File: config.mk
export PLATFORM = sky130hd
export DESIGN_NAME = controle_venda
export DESIGN_NICKNAME = d
export VERILOG_FILES = /design/src/rtl/controle_venda_pkg.sv /design/src/rtl/controle_venda_contador.sv /design/src/rtl/controle_venda.sv
export SDC_FILE = /design/constraint.sdc
export NUM_CORES = 1
export LEC_CHECK = 0
export CORE_MARGIN = 4
export CORE_UTILIZATION = 45
export DETAILED_ROUTE_END_ITERATION = 10
export HOLD_SLACK_MARGIN = 0.06
export PLACE_DENSITY = 0.69
export SLEW_MARGIN = 20
export SYNTH_ARGS = -nofsm -noshare
export SYNTH_HDL_FRONTEND = slang
export SYNTH_SLANG_ARGS = --single-unit
File: constraint.sdc
create_clock -name clk -period 6.15 [get_ports clk]
set_input_delay 0.615 -clock clk [delete_from_list [all_inputs] [get_ports clk]]
set_output_delay 0.615 -clock clk [all_outputs]
set_load 0.03 [all_outputs]
File: src/rtl/controle_venda_pkg.sv
// Shared definitions for the vending controller and the coin accumulator:
// FSM state encoding, credit units (25-cent steps) and default prices.
package controle_venda_pkg;

   typedef enum logic [2:0] {
      OCIOSO   = 3'd0,
      VERIFICA = 3'd1,
      LIBERA   = 3'd2,
      AVISO    = 3'd3,
      DEVOLVE  = 3'd4
   } estado_t;

   // Credit is counted in 25-cent units; the accumulator never exceeds 8 (R$2.00).
   localparam logic [3:0] CREDITO_MIN = 4'd0;
   localparam logic [3:0] UNIDADE_25C = 4'd1;
   localparam logic [3:0] VALOR_50C   = 4'd2;
   localparam logic [3:0] VALOR_1REAL = 4'd4;
   localparam logic [3:0] CREDITO_MAX = 4'd8;

   // Default product prices, in 25-cent units.
   localparam int PRECO_0_PADRAO = 3;
   localparam int PRECO_1_PADRAO = 4;
   localparam int PRECO_2_PADRAO = 5;
   localparam int PRECO_3_PADRAO = 6;

   // Saturate a credit value to the accumulator's legal range.
   function automatic logic [3:0] limita_credito(input logic [3:0] valor);
      if (valor > CREDITO_MAX) begin
         return CREDITO_MAX;
      end else begin
         return valor;
      end
   endfunction

endpackage

File: src/rtl/controle_venda_contador.sv
// Generic timer: clear, load or count up; 'fim' flags the edge at which the
// count reaches 'limite'. Used for both the warning hold and the idle refund.
module contador_inatividade #(
   parameter int W = 8
) (
   input  logic         clk,
   input  logic         reset,
   input  logic         clear,
   input  logic         load,
   input  logic [W-1:0] valor_carga,
   input  logic         conta,
   input  logic [W-1:0] limite,
   output logic         fim
);

   logic [W-1:0] cnt_r;
   logic [W-1:0] cnt_mais_um_s;

   assign cnt_mais_um_s = cnt_r + {{(W-1){1'b0}}, 1'b1};

   // Counter register: clear has priority over load, load over counting.
   always_ff @(posedge clk) begin
      if (reset) begin
         cnt_r <= {W{1'b0}};
      end else if (clear) begin
         cnt_r <= {W{1'b0}};
      end else if (load) begin
         cnt_r <= valor_carga;
      end else if (conta) begin
         cnt_r <= cnt_mais_um_s;
      end else begin
         cnt_r <= cnt_r;
      end
   end

   // Terminal flag: true when the value written at this edge reaches the limit.
   always_comb begin
      fim = 1'b0;
      if (clear) begin
         fim = 1'b0;
      end else if (load) begin
         fim = (valor_carga >= limite);
      end else if (conta) begin
         fim = (cnt_mais_um_s >= limite);
      end else begin
         fim = 1'b0;
      end
   end

endmodule

File: src/rtl/controle_venda.sv
// Vending machine sale controller: checks credit against the selected
// product's price, dispenses with change, warns on short credit and refunds
// on request or after a period of inactivity. All outputs are registered
// copies of the next state's decode, so they behave as Moore outputs.
module controle_venda
   import controle_venda_pkg::*;
#(
   parameter int PRECO_0   = PRECO_0_PADRAO,
   parameter int PRECO_1   = PRECO_1_PADRAO,
   parameter int PRECO_2   = PRECO_2_PADRAO,
   parameter int PRECO_3   = PRECO_3_PADRAO,
   parameter int T_AVISO   = 4,
   parameter int T_INATIVO = 16
) (
   input  logic       clk,
   input  logic       reset,
   input  logic [3:0] total,
   input  logic [1:0] produto,
   input  logic       confirma,
   input  logic       cancela,
   output logic       libera,
   output logic [1:0] produto_out,
   output logic [3:0] troco,
   output logic       troco_valido,
   output logic       limpa_acumulador,
   output logic       saldo_insuf,
   output logic       ocupado
);

   localparam int         W_CNT       = 8;
   localparam logic [7:0] LIM_AVISO   = 8'(T_AVISO);
   localparam logic [7:0] LIM_INATIVO = 8'(T_INATIVO);
   localparam logic [3:0] P0          = 4'(PRECO_0);
   localparam logic [3:0] P1          = 4'(PRECO_1);
   localparam logic [3:0] P2          = 4'(PRECO_2);
   localparam logic [3:0] P3          = 4'(PRECO_3);

   estado_t    state_r, state_next_s;
   logic [1:0] sel_r, sel_next_s;
   logic [3:0] cred_r, cred_next_s;
   logic [3:0] total_ant_r;
   logic [3:0] total_c_s;
   logic       ocioso_s, mudou_s, fim_inat_s, fim_aviso_s;

   logic       libera_next_s, troco_valido_next_s, limpa_next_s;
   logic       saldo_next_s, ocupado_next_s;
   logic [1:0] produto_out_next_s;
   logic [3:0] troco_next_s;

   function automatic logic [3:0] preco(input logic [1:0] codigo);
      case (codigo)
         2'b00:   preco = P0;
         2'b01:   preco = P1;
         2'b10:   preco = P2;
         2'b11:   preco = P3;
         default: preco = P3;
      endcase
   endfunction

   assign total_c_s = limita_credito(total);
   assign mudou_s   = (total_c_s != total_ant_r);
   assign ocioso_s  = (state_r == OCIOSO) && (total_c_s != CREDITO_MIN) &&
                      !confirma && !cancela;

   // Idle refund timer; a credit change restarts it with the current cycle as the first.
   contador_inatividade #(.W(W_CNT)) u_inatividade (
      .clk         (clk),
      .reset       (reset),
      .clear       (!ocioso_s),
      .load        (ocioso_s && mudou_s),
      .valor_carga (8'd1),
      .conta       (ocioso_s && !mudou_s),
      .limite      (LIM_INATIVO),
      .fim         (fim_inat_s)
   );

   // Warning hold timer, running only while in AVISO.
   contador_inatividade #(.W(W_CNT)) u_aviso (
      .clk         (clk),
      .reset       (reset),
      .clear       (state_r != AVISO),
      .load        (1'b0),
      .valor_carga (8'd0),
      .conta       (state_r == AVISO),
      .limite      (LIM_AVISO),
      .fim         (fim_aviso_s)
   );

   // Next-state logic, product latch and credit capture.
   always_comb begin
      state_next_s = state_r;
      sel_next_s   = sel_r;
      cred_next_s  = cred_r;
      case (state_r)
         OCIOSO: begin
            if (cancela && (total_c_s != CREDITO_MIN)) begin
               state_next_s = DEVOLVE;
               cred_next_s  = total_c_s;
            end else if (confirma) begin
               state_next_s = VERIFICA;
               sel_next_s   = produto;
            end else if (fim_inat_s) begin
               state_next_s = DEVOLVE;
               cred_next_s  = total_c_s;
            end else begin
               state_next_s = OCIOSO;
            end
         end
         VERIFICA: begin
            cred_next_s = total_c_s;
            if (total_c_s >= preco(sel_r)) begin
               state_next_s = LIBERA;
            end else begin
               state_next_s = AVISO;
            end
         end
         LIBERA: begin
            state_next_s = OCIOSO;
         end
         AVISO: begin
            if (cancela) begin
               state_next_s = DEVOLVE;
               cred_next_s  = total_c_s;
            end else if (fim_aviso_s) begin
               state_next_s = OCIOSO;
            end else begin
               state_next_s = AVISO;
            end
         end
         DEVOLVE: begin
            state_next_s = OCIOSO;
         end
         default: begin
            state_next_s = OCIOSO;
         end
      endcase
   end

   // Output decode of the state being entered, registered below.
   always_comb begin
      libera_next_s       = 1'b0;
      produto_out_next_s  = 2'd0;
      troco_next_s        = 4'd0;
      troco_valido_next_s = 1'b0;
      limpa_next_s        = 1'b0;
      saldo_next_s        = 1'b0;
      ocupado_next_s      = (state_next_s != OCIOSO);
      case (state_next_s)
         LIBERA: begin
            libera_next_s       = 1'b1;
            produto_out_next_s  = sel_next_s;
            troco_next_s        = cred_next_s - preco(sel_next_s);
            troco_valido_next_s = 1'b1;
            limpa_next_s        = 1'b1;
         end
         DEVOLVE: begin
            troco_next_s        = cred_next_s;
            troco_valido_next_s = 1'b1;
            limpa_next_s        = 1'b1;
         end
         AVISO: begin
            saldo_next_s = 1'b1;
         end
         default: begin
            saldo_next_s = 1'b0;
         end
      endcase
   end

   // State, latched selection/credit, previous total and registered outputs.
   always_ff @(posedge clk) begin
      if (reset) begin
         state_r          <= OCIOSO;
         sel_r            <= 2'd0;
         cred_r           <= 4'd0;
         total_ant_r      <= 4'd0;
         libera           <= 1'b0;
         produto_out      <= 2'd0;
         troco            <= 4'd0;
         troco_valido     <= 1'b0;
         limpa_acumulador <= 1'b0;
         saldo_insuf      <= 1'b0;
         ocupado          <= 1'b0;
      end else begin
         state_r          <= state_next_s;
         sel_r            <= sel_next_s;
         cred_r           <= cred_next_s;
         total_ant_r      <= total_c_s;
         libera           <= libera_next_s;
         produto_out      <= produto_out_next_s;
         troco            <= troco_next_s;
         troco_valido     <= troco_valido_next_s;
         limpa_acumulador <= limpa_next_s;
         saldo_insuf      <= saldo_next_s;
         ocupado          <= ocupado_next_s;
      end
   end

endmodule

==> reports/results.ini <==
[run_status]
status=finished, final reports clean

[drt]
ant_nets=0
wl_met3_um=124
top_layer_used=met4
drtIter0Drc=152
drt-pass1-iter-count=4
wl_met2_mm=1.88
drc=0
met1_length_mm=2.13
vias=1661
wirelength_mm=4.22
viasPerCell=5.36
wl_per_cell_um=13.6

[sta]
grt_setup_unrepaired=no
final_hold_viol_count=0
worstMarginPinSlew_ps=675
finalCritPeriodShare_pct=60.2
setup_viol=0
setup_tns_ps=0
clock_skew_ps=6.85
slew_headroom_pct=54.8
slew_viol_final=0
timing.fmax_mhz=270
post-route-min-period_ps=3700

[logic_synthesis]
synth_edf_count=0
synth_area_sq_um=2150
synth_ff_type=dfxtp_1
synth_seq_cells=39
ys_types=59
ys_seq_area_share_pct=36.3
synthCells=238
synth.net_count=262
yosysWarningCount=0
postSynth.asyncResetShare_pct=0
synth.avg_cell_area_sq_um=9.04

[finish]
fin_util_pct=56.0
layoutNonFillerInstCount=310
diodes=0
area_growth_pct=16.6
drive_above_1_share_pct=9.69
final.fill_count=405
nets=281
layout_common_cells=39 x dfxtp_1, 34 x nor2_1, 20 x clkdlybuf4s50_1, 16 x nand2_1
layout_commonest_cell=dfxtp_1

[cts]
cts-resized-gates=0
cts_setup_buffers=0
clkLatencyLatePin_ps=290
clockRootBuffer=clkbuf_8
cts_buffer_depth=2
ctsHoldBuffers=0
clk_pin_slew_ps=70
cts_tree=yes
clock_sinks=39
numCtsBuffers=5
htreeDepth=2

[global_route]
grt_pass1_wl_mm=7.30
antenna_found_initial=0
grt_pass1_vias=1584
grt.total_usage_pct=15.0
grt_max_degree=19
gr-total-overflow=0

[place]
place.port_buffers=20
dpl.hpwl_mm=3.01
gp_congestion=0.859
post-place-cells=302

[critical_path]
crit_arrival_ps=3880
end_kind=flop
crit_type=input port to flop
cp_max_fo=14
cp.required_ps=6320
cp-start-kind=input port

[floorplanning]
die_h_um=77.1
die-area_sq_um=5950
fp.coreArea_sq_um=4470
initial_core_util_pct=48.1
die_w_um=77.1
ios=21
row_count=24

[pwr]
max-vdd-ir-drop_mv=0.136
powerDensity_nw_per_um2=254
power_uw=638
power_leakage_nw=0.974

[worst_hold_path]
hold_path.class=flop to flop

[run]
max-cap-violations=0

-- worst max-delay path, cell delays in order --
cell	delay, ps
clkdlybuf4s50_1	630
or4_4	610
nand2_1	140
nand3_1	220
mux2i_1	360
ha_1	330
ha_1	280
a21o_1	170
a21oi_1	160
o22ai_1	90
mux2_4	270
-- synthesized netlist by cell type (4+ instances only) --
cell | count | share of area (%)
o21ai_0 | 4 | 0.93
xor2_1 | 8 | 3.3
ha_1 | 13 | 7.6
dfxtp_1 | 39 | 36
a21oi_1 | 9 | 2.1
xnor2_1 | 7 | 2.9
nor2_1 | 34 | 5.9
nor2b_1 | 11 | 3.2
inv_1 | 13 | 2.3
nand3_1 | 8 | 1.9
nand2_1 | 16 | 2.8
and3_1 | 4 | 1.2
o22ai_1 | 6 | 1.7
-- registers in the layout (all words and copies together) (netlist names) --
register             count
cred_r                   4
libera                   1
limpa_acumulador         1
ocupado                  1
produto_out              2
saldo_insuf              1
sel_r                    2
state_r                  3
total_ant_r              4
troco                    4
u_aviso.cnt_r            8
u_inatividade.cnt_r      8
-- cell families (layout without fill, tap and decap cells) --
family | after synthesis | in the layout | synth area share (%)
xor+xnor | 15 | 15 | 6.11
mux | 4 | 4 | 2.09
fa+ha+maj | 14 | 14 | 8.49
buf+inv | 22 | 42 | 4.36
compound gates | 45 | 45 | 17.9
flops | 39 | 39 | 36.3
simple gates | 99 | 99 | 24.8
-- final cells by class --
| type | instances | area [sq um] | area share (%) |
|---|---|---|---|
| multi-input combinational | 177 | 1280 | 50.9 |
| sequential | 39 | 781 | 31.1 |
| timing repair buffer | 20 | 200 | 7.98 |
| clock buffer | 6 | 72.6 | 2.89 |
| tap | 52 | 65.1 | 2.59 |
| clock inverter | 2 | 60.1 | 2.40 |
| inverter | 14 | 52.6 | 2.10 |
-- path summary, 6_finish.rpt --
check	from	to	slack, ps	cells past startpoint
max reg2reg	u_inatividade.cnt_r[0]$_SDFFE_PP0P_	troco[3]$_SDFF_PP0_	3090	11
min reg2reg	u_aviso.cnt_r[0]$_SDFFE_PP0N_	u_aviso.cnt_r[0]$_SDFFE_PP0N_	490	1
max	total[3]	troco[3]$_SDFF_PP0_	2450	11
min	u_aviso.cnt_r[0]$_SDFFE_PP0N_	u_aviso.cnt_r[0]$_SDFFE_PP0N_	490	1
-- per-stage QoR --
step                hold slack (ps)  cell area (sq um)  worst slack, ps
floorplan                       448               2150             3050
global placement                467               2370             2220
detailed placement              478               2370             2180
CTS                             494               2510             2450
global route                    511               2510             2200
finish                          491               2510             2450
-- power by group --
group	internal [mW]	total (mW)	switching, mW	leakage, nW
Clock	0.162	0.249	0.0864	0.0654
Sequential	0.263	0.273	0.0102	0.318
Combinational	0.0538	0.116	0.0621	0.591
-- metal layers --
metal,vias up,track usage (%)
met1,758,20.2
met3,8,3.16
met5,-,0
met2,27,23.2
li1,868,-
met4,0,6.23
Note: power is estimated with default switching activity, not from simulation.
